**src/rtl/det_arbiter.sv**
```systemverilog
// Round-robin owner of a shared determinant engine: latches the winner's operand,
// runs the engine's level start/done handshake with a watchdog, returns the result.
module det_arbiter #(
  parameter int TIMEOUT = 1023
) (
  input  logic         clk,
  input  logic         rst_n,
  input  logic         req_a,
  input  logic         req_b,
  input  logic [1:0]   size_a,
  input  logic [1:0]   size_b,
  input  logic [199:0] matrix_a,
  input  logic [199:0] matrix_b,
  output logic         grant_a,
  output logic         grant_b,
  output logic         done_a,
  output logic         done_b,
  output logic [7:0]   det_a,
  output logic [7:0]   det_b,
  output logic         err_a,
  output logic         err_b,
  output logic [199:0] eng_matrix,
  output logic [1:0]   eng_size,
  output logic         eng_start,
  input  logic         eng_done,
  input  logic [7:0]   eng_det
);

  localparam logic [1:0] IDLE = 2'd0;
  localparam logic [1:0] RUN  = 2'd1;
  localparam logic [1:0] HOLD = 2'd2;
  localparam logic [1:0] COOL = 2'd3;
  localparam logic [9:0] TIMEOUT_C = 10'(TIMEOUT);

  logic [1:0]   state_r, state_s;
  logic         last_r, last_s;     // 1 = B was served last
  logic         owner_r, owner_s;   // 1 = B owns the engine
  logic [9:0]   cnt_r, cnt_s;
  logic         done_prev_r;
  logic         grant_a_r, grant_a_s, grant_b_r, grant_b_s;
  logic         done_a_r, done_a_s, done_b_r, done_b_s;
  logic [7:0]   det_a_r, det_a_s, det_b_r, det_b_s;
  logic         err_a_r, err_a_s, err_b_r, err_b_s;
  logic [199:0] eng_matrix_r, eng_matrix_s;
  logic [1:0]   eng_size_r, eng_size_s;
  logic         eng_start_r, eng_start_s;
  logic         done_rise_s;
  logic         owner_req_s;

  // A done level already high when RUN begins is stale and must not count as completion.
  assign done_rise_s = eng_done & ~done_prev_r;
  assign owner_req_s = owner_r ? req_b : req_a;

  // Next-state and next-output decode for the arbitration FSM.
  always_comb begin
    state_s      = state_r;
    last_s       = last_r;
    owner_s      = owner_r;
    cnt_s        = cnt_r;
    grant_a_s    = grant_a_r;
    grant_b_s    = grant_b_r;
    done_a_s     = done_a_r;
    done_b_s     = done_b_r;
    det_a_s      = det_a_r;
    det_b_s      = det_b_r;
    err_a_s      = err_a_r;
    err_b_s      = err_b_r;
    eng_matrix_s = eng_matrix_r;
    eng_size_s   = eng_size_r;
    eng_start_s  = eng_start_r;
    case (state_r)
      IDLE: begin
        eng_start_s = 1'b0;
        cnt_s       = 10'd0;
        if (req_a && (!req_b || last_r)) begin
          owner_s      = 1'b0;
          last_s       = 1'b0;
          grant_a_s    = 1'b1;
          err_a_s      = 1'b0;
          eng_matrix_s = matrix_a;
          eng_size_s   = size_a;
          eng_start_s  = 1'b1;
          state_s      = RUN;
        end else if (req_b) begin
          owner_s      = 1'b1;
          last_s       = 1'b1;
          grant_b_s    = 1'b1;
          err_b_s      = 1'b0;
          eng_matrix_s = matrix_b;
          eng_size_s   = size_b;
          eng_start_s  = 1'b1;
          state_s      = RUN;
        end else begin
          state_s = IDLE;
        end
      end
      RUN: begin
        if (done_rise_s) begin
          eng_start_s = 1'b0;
          state_s     = HOLD;
          if (owner_r) begin
            det_b_s  = eng_det;
            done_b_s = 1'b1;
          end else begin
            det_a_s  = eng_det;
            done_a_s = 1'b1;
          end
        end else if (cnt_r == TIMEOUT_C) begin
          eng_start_s = 1'b0;
          state_s     = HOLD;
          if (owner_r) begin
            det_b_s  = 8'd0;
            err_b_s  = 1'b1;
            done_b_s = 1'b1;
          end else begin
            det_a_s  = 8'd0;
            err_a_s  = 1'b1;
            done_a_s = 1'b1;
          end
        end else if (!owner_req_s) begin
          eng_start_s = 1'b0;
          grant_a_s   = 1'b0;
          grant_b_s   = 1'b0;
          state_s     = COOL;
        end else begin
          cnt_s = cnt_r + 10'd1;
        end
      end
      HOLD: begin
        eng_start_s = 1'b0;
        if (!owner_req_s) begin
          grant_a_s = 1'b0;
          grant_b_s = 1'b0;
          done_a_s  = 1'b0;
          done_b_s  = 1'b0;
          state_s   = COOL;
        end else begin
          state_s = HOLD;
        end
      end
      COOL: begin
        // Engine must drop its done while start is low before another job may begin.
        eng_start_s = 1'b0;
        if (eng_done) begin
          state_s = COOL;
        end else begin
          state_s = IDLE;
        end
      end
      default: begin
        eng_start_s = 1'b0;
        grant_a_s   = 1'b0;
        grant_b_s   = 1'b0;
        state_s     = IDLE;
      end
    endcase
  end

  // State and registered outputs; reset returns everything to zero with A favoured.
  always_ff @(posedge clk or negedge rst_n) begin
    if (!rst_n) begin
      state_r      <= IDLE;
      last_r       <= 1'b1;
      owner_r      <= 1'b0;
      cnt_r        <= 10'd0;
      done_prev_r  <= 1'b0;
      grant_a_r    <= 1'b0;
      grant_b_r    <= 1'b0;
      done_a_r     <= 1'b0;
      done_b_r     <= 1'b0;
      det_a_r      <= 8'd0;
      det_b_r      <= 8'd0;
      err_a_r      <= 1'b0;
      err_b_r      <= 1'b0;
      eng_matrix_r <= 200'd0;
      eng_size_r   <= 2'd0;
      eng_start_r  <= 1'b0;
    end else begin
      state_r      <= state_s;
      last_r       <= last_s;
      owner_r      <= owner_s;
      cnt_r        <= cnt_s;
      done_prev_r  <= eng_done;
      grant_a_r    <= grant_a_s;
      grant_b_r    <= grant_b_s;
      done_a_r     <= done_a_s;
      done_b_r     <= done_b_s;
      det_a_r      <= det_a_s;
      det_b_r      <= det_b_s;
      err_a_r      <= err_a_s;
      err_b_r      <= err_b_s;
      eng_matrix_r <= eng_matrix_s;
      eng_size_r   <= eng_size_s;
      eng_start_r  <= eng_start_s;
    end
  end

  assign grant_a    = grant_a_r;
  assign grant_b    = grant_b_r;
  assign done_a     = done_a_r;
  assign done_b     = done_b_r;
  assign det_a      = det_a_r;
  assign det_b      = det_b_r;
  assign err_a      = err_a_r;
  assign err_b      = err_b_r;
  assign eng_matrix = eng_matrix_r;
  assign eng_size   = eng_size_r;
  assign eng_start  = eng_start_r;

endmodule

```
**config.mk**
```make
export PLATFORM = sky130hd
export DESIGN_NAME = det_arbiter
export DESIGN_NICKNAME = d
export VERILOG_FILES = /design/src/rtl/det_arbiter.sv
export SDC_FILE = /design/constraint.sdc
export NUM_CORES = 1
export LEC_CHECK = 0
export ABC_CLOCK_PERIOD_IN_PS = 2600
export BUFFER_PORTS_ARGS = -buffer_cell sky130_fd_sc_hd__clkbuf_2
export CAP_MARGIN = 20
export CORE_AREA = 3 3 251 253
export CTS_CLUSTER_SIZE = 25
export DETAILED_ROUTE_END_ITERATION = 6
export DIE_AREA = 0 0 254 256
export PLACE_DENSITY = 0.46
export SYNTH_ARGS = -nofsm -noshare
export SYNTH_HDL_FRONTEND = slang
export SYNTH_SLANG_ARGS = --single-unit
export TNS_END_PERCENT = 10
```
**constraint.sdc**
```tcl
create_clock -name clk -period 2.6 [get_ports clk]
set_clock_uncertainty 0.05 [all_clocks]
set_input_delay 0.26 -clock clk [delete_from_list [all_inputs] [get_ports clk]]
set_output_delay 0.26 -clock clk [all_outputs]
set_load 0.1 [all_outputs]
```
After elaboration in Yosys (flattened, before gate mapping)
Index checks and enable logic that the tools add are counted.

Word-level logic and storage cells: 120. Input bits: 417. Output and inout bits: 225. Register bits: 240.

Multiplexer cells: 62. Eq/ne operators: 20. Add/subtract/negate cells: 1. Bitwise operators: 2. Reduce and logical (&&, ||, !) cells: 19.

Operators with widths (count): 200-bit two-way mux (2); 8-bit two-way mux (8); 1-bit two-way mux (34); 10-bit two-way mux (3); 2-bit != test (second input constant) (14); 10-bit case mux with 2 select lines (1); 4-bit AND reduction (4); 2-bit two-way mux (6); 10-bit by 1-bit adder with 10-bit output (second input constant) (1); 10-bit == test (second input constant) (1); 5-bit AND reduction (2); 1-bit case mux with 3 select lines (3); 1-bit case mux with 2 select lines (4); 2-bit case mux with 4 select lines (1); 2-bit nonzero test (4); 6-bit AND reduction (1); 2-bit == test (second input constant) (2); 4-bit != test (second input constant) (1); 3-bit != test (second input constant) (1); 3-bit AND reduction (1); 3-bit nonzero test (1); 2-bit by 1-bit == test with 1-bit output (second input constant) (1); 2-bit logical NOT (1); 2-bit AND reduction (1); 6 further kinds (6).

Logic depth before layout (Yosys ltp)
Depth in word-level cells: 5. Gate-level depth with buffers: 8. Mapped depth without buffers: 6.

Worst setup path before layout
No wires, ideal clock.

Path kind: reg2reg. From: register state_r[1]. To: register cnt_r[7]. Library setup time: 0.124 ns. Setup slack: 0.592 ns. Period minus slack after synthesis: 2.008 ns. Data arrival time: 1.834 ns. Stages on the path, launching flop included: 7. Path buffers: 0. Path through: dfrtp_1 > inv_1 > ha_1 > inv_1 > or4_4 > o311a_1 > a211o_1.

Word-level cells in the longest chain between the ends: 3. Elaborated cells between the ends (all ways): 8. Classes of those cells: 4 x eq/ne; 1 x mux; 3 x reduce/logical.

Ends and longest elaborated chain: start, declared (RTL line 35) `logic [1:0] state_r, state_s;`; start signal, assigned (RTL line 179) `state_r <= state_s;`; 2-bit by 1-bit == test with 1-bit output or 2-bit logical NOT (tied branches) (RTL line 71) `case (state_r)`; 2-bit != test (no line) or 2-bit nonzero test (tied branches); 4-bit AND reduction (no line); end signal, assigned (RTL line 182) `cnt_r <= cnt_s;`; end, declared (RTL line 38) `logic [9:0] cnt_r, cnt_s;`.

Parallel ways exist; a longest one is shown, timed or not. A chain may end at the register's enable or synchronous reset.

Worst setup path in the final report
From: input req_b. To: register eng_matrix_r[76] (netlist: eng_matrix[76]).

Word-level cells in the longest chain between the ends: 5. Elaborated cells between the ends (all ways): 6. Classes of those cells: 1 x mux; 5 x reduce/logical.

Ends and longest elaborated chain: start, declared (RTL line 9) `input logic req_b,`; 1-bit logical NOT (RTL line 75) `if (req_a && (!req_b || last_r)) begin`; 1-bit logical OR (RTL line 75); 1-bit logical AND (RTL line 75); 2-bit nonzero test (no line); 2-bit AND reduction (no line); end signal, assigned (RTL line 192) `eng_matrix_r <= eng_matrix_s;`; end, declared (RTL line 44) `logic [199:0] eng_matrix_r, eng_matrix_s;`.

Parallel ways exist; a longest one is shown, timed or not.

==> summary.md <==
| Metric | Value |
|---|---|
| Number of standard cells in the layout, taps in and fillers out | between 2000 and 3000 |
| Post-Syn Nets | between 1000 and 1500 |
| Final Routed Wirelength | between 40 and 50 mm |
| Buffers from clock root to sink, at most | 3 |
| Pre-antenna DRT Iters | 4 |
| Clock-pin slew reported for the worst setup and hold paths after clock tree synthesis | ~0.060 ns |
| Kind of launch point of the worst setup path | primary input |
| Length of routed wiring on met1 | between 15 and 20 mm |
| Total placed instance area | approximately 0.015 mm2 |
| Max-cap check violation count | 0 |
| Worst min-delay path category | primary input to flip-flop |
| Total routing usage reported by global routing | between 10% and 20% |
| Number of H-tree levels | 1 |
| Initial detailed-routing violation count | ~450 |
| Area overhead of the layout relative to synthesis | 85.5% |
| Most frequently used flop master after synthesis | sky130_fd_sc_hd__dfrtp_1 |
| Number of antenna diodes | 0 |
| Setup violators final | 0 |
| Seq/Total Area, Yosys | 54.5% |
| Number of enable-type register cells in the synthesized netlist | 0 |
| Sink count of the clock tree | 240 |
| Clk root buf | sky130_fd_sc_hd__clkbuf_16 |
| Asr flop ratio synth | 100% |
| Clock tree from TritonCTS | done |
| Layout Cell Area excl Fill | 0.0204 mm2 |
| Remaining DRCs | 0 |
| Global route overflow | 0 |
| Number of max-slew violations in the final report | 0 |
| Final number of hold-violating endpoints | 0 |
| Time the final worst path needs with I/O delays and setup | roughly 2.5 ns |
| Actual transition at the worst max-transition pin | between 0.6 and 0.7 ns |
| Portion of synthesized cell area occupied by the leading cell type | 54.2% |
| Routed length on met3 | around 3.2 mm |
| Top cells by area in the synthesized netlist | sky130_fd_sc_hd__dfrtp_1 54%, sky130_fd_sc_hd__mux2i_1 19%, sky130_fd_sc_hd__o21ai_0 9.4% |
| Synthesis warning total | 0 |
| Final estimated routing congestion in global placement | around 0.90 |
| Die Area | around 0.065 mm2 |
| Worst endpoint data arrival time | around 3 ns |
| Fin nets | 2520 |
| Setup Total Neg Slack | 0 ns |
| Library cell occupying the most area in the post-synthesis netlist | sky130_fd_sc_hd__dfrtp_1 |
| Netlist area before placement | ~0.011 mm2 |
| Synth Area per Inst | 10.5 um2 |
| FF+latch count, synth | 240 |
| Worst slack on hold paths | roughly 0.04 ns |
| Clk_lat worst skew | 0.56 ns |
| Relative slew slack | 54.3% |
| Pin count of the biggest net entering global routing | roughly 160 |
| Synth Instances | approximately 1100 |
| Critical path peak fanout | between 50 and 60 |
| Ratio of cells with drive above 1 in the final layout | between 30% and 40% |
| CTS buffer count | 30 |
| Placed cell count | ~2400 |
| Setup CP Type | primary input to flip-flop |
| Run status | complete, no violations |
| Site Rows | 91 |
| Worst setup EP type | flip-flop |
| Post-synth cell types | 44 |
| Number of vias after detailed routing | 11800 |
| Half-perimeter wire length after placement | approximately 33 mm |
| Peak clock frequency supported by timing | ~0.39 GHz |
| Filler instances | 6273 |
| Chip height | around 260 um |
| Port Buf Inserts | roughly 640 |
| Wire length of the first global-routing pass | approximately 69 mm |
| WL per Instance | between 15 and 20 um |
| Core area | approximately 0.061 mm2 |
| Post-cts gate resize count | 0 |
| Final antenna-violating net count | 0 |
| Initial antenna violation count | 1 |
| Unrepaired setup endpoints after global routing | false |
| Vias in the first global route | about 12000 |
| Average vias per placed instance | 4.04 |
| Effective utilization at floorplan | between 10% and 20% |
| Share of the cycle needed by the critical path after routing | about 98% |
| Ports placed on the boundary | about 640 |
| Data required time at the worst endpoint | 2.98 ns |
| Highest routed layer | met4 |
| Routed wl met2 | roughly 22 mm |
| Width of the die | between 200 and 300 um |
layer usage:
| metal | vias to the layer above | GRT usage (%) |
|---|---|---|
| met5 | - | 0 |
| met4 | 0 | 4.64 |
| met3 | 92 | 3.87 |
| met2 | 391 | 23.4 |
| met1 | 5507 | 15.0 |
| li1 | 5778 | - |
layout by cell type, fill, tap and decap left out, types with 3 or more instances in the layout:
cell type and count:
sky130_fd_sc_hd__nor3_1 6, sky130_fd_sc_hd__nor2b_1 3, sky130_fd_sc_hd__clkinv_2 3, sky130_fd_sc_hd__nand2b_1 4, sky130_fd_sc_hd__a221oi_1 3, sky130_fd_sc_hd__o31ai_1 4, sky130_fd_sc_hd__o21ai_0 206, sky130_fd_sc_hd__clkbuf_2 640
sky130_fd_sc_hd__ha_1 7, sky130_fd_sc_hd__clkbuf_1 5, sky130_fd_sc_hd__nor2_1 3, sky130_fd_sc_hd__a21oi_1 9, sky130_fd_sc_hd__nand3_1 10, sky130_fd_sc_hd__a211oi_1 3, sky130_fd_sc_hd__dlygate4sd3_1 406, sky130_fd_sc_hd__mux2i_1 206
sky130_fd_sc_hd__inv_1 9, sky130_fd_sc_hd__buf_12 9, sky130_fd_sc_hd__a31oi_1 4, sky130_fd_sc_hd__clkbuf_16 31, sky130_fd_sc_hd__clkbuf_8 9, sky130_fd_sc_hd__bufinv_16 3, sky130_fd_sc_hd__buf_4 31, sky130_fd_sc_hd__nand2_1 215
sky130_fd_sc_hd__clkinvlp_4 3, sky130_fd_sc_hd__dfrtp_1 239, sky130_fd_sc_hd__a22o_1 16
stage by stage:
stage | setup WS, ns | util, %
2_1_floorplan | 0.592 | -
3_3_place_gp | 0.495 | 25.0
3_5_place_dp | 0.475 | 25.0
4_1_cts | 0.180 | 33.4
5_1_grt | 0.00180 | 33.4
6_report | 0.0580 | 33.4
repair_timing:
action	4_1_cts	5_1_grt
setup buffers	0	0
endpoints found under the hold margin	267	0
hold buffers	406	0
critical path, cell delays in order:
cell	delay (ns)
sky130_fd_sc_hd__dlygate4sd3_1	0.54
sky130_fd_sc_hd__clkbuf_2	0.25
sky130_fd_sc_hd__nand2b_1	0.16
sky130_fd_sc_hd__nand2_4	0.15
sky130_fd_sc_hd__buf_12	0.24
sky130_fd_sc_hd__buf_4	0.28
sky130_fd_sc_hd__mux2i_1	0.21
sky130_fd_sc_hd__dlygate4sd3_1	0.56
sky130_fd_sc_hd__o21ai_0	0.07
sequential cells by signal, indices dropped and copies added (netlist names), 2 cells and up:
name / count
state_r: 2
cnt_r: 10
det_b: 8
eng_size: 2
det_a: 8
eng_matrix: 200
area by class of cell:
| class | instances | area, um2 | area share (%) |
|---|---|---|---|
| well taps | 790 | 988 | 4.83 |
| flip-flops and latches | 240 | 6010 | 29.4 |
| multi-input cells | 728 | 4660 | 22.8 |
| inverters | 9 | 33.8 | 0.165 |
| clock inverters | 11 | 145 | 0.710 |
| repair buffers | 1087 | 7690 | 37.6 |
| clock buffers | 45 | 918 | 4.49 |
synth_stat cells (2+ instances only):
master,n
sky130_fd_sc_hd__inv_1,9
sky130_fd_sc_hd__nor3_1,6
sky130_fd_sc_hd__dfrtp_1,239
sky130_fd_sc_hd__a221oi_1,3
sky130_fd_sc_hd__nand2b_1,4
sky130_fd_sc_hd__ha_1,7
sky130_fd_sc_hd__nor2b_1,3
sky130_fd_sc_hd__buf_1,2
sky130_fd_sc_hd__nor2_1,3
sky130_fd_sc_hd__nand2_1,216
sky130_fd_sc_hd__buf_4,2
sky130_fd_sc_hd__a31oi_1,4
sky130_fd_sc_hd__mux2i_1,206
sky130_fd_sc_hd__a22o_1,16
sky130_fd_sc_hd__nand4_1,2
sky130_fd_sc_hd__o41ai_1,2
sky130_fd_sc_hd__a211oi_1,3
sky130_fd_sc_hd__nor4_1,2
sky130_fd_sc_hd__o221ai_1,2
sky130_fd_sc_hd__nand3_1,10
sky130_fd_sc_hd__buf_2,39
sky130_fd_sc_hd__clkbuf_1,30
sky130_fd_sc_hd__o21ai_0,206
sky130_fd_sc_hd__a21oi_1,9
sky130_fd_sc_hd__o31ai_1,4
sky130_fd_sc_hd__o311ai_0,2
sky130_fd_sc_hd__o32ai_1,2
sky130_fd_sc_hd__or4_1,2
worst paths after layout:
| path | from | endpoint | slack [ns] | cells after the start |
|---|---|---|---|---|
| worst max-delay path | req_b | eng_matrix[76] | 0.06 | 9 |
| worst min-delay path | matrix_b[189] | eng_matrix[189] | 0.04 | 3 |
| worst max register to register | last_r | eng_matrix[76] | 0.12 | 7 |
| worst min register to register | eng_matrix[22] | eng_matrix[22] | 0.43 | 2 |
| max in group asynchronous | rst_n | eng_matrix[22] | 1.54 | 3 |
| min in group asynchronous | rst_n | eng_matrix[23] | 0.20 | 2 |
kinds of logic (layout without fill, tap and decap cells):
logic type	after synthesis	in the layout	share of synthesized area (%)
AOI/OAI and AO/OA	262	262	13.3
adders and majority gates	7	7	0.794
buffers and inverters	83	1152	3.40
DFF	240	240	54.5
muxes	207	207	18.8
and+or+nand+nor	252	252	9.23
Power is left out: the tool's default activity adds up to more than one toggle a clock period on the data nets, which glitch-free logic cannot reach.
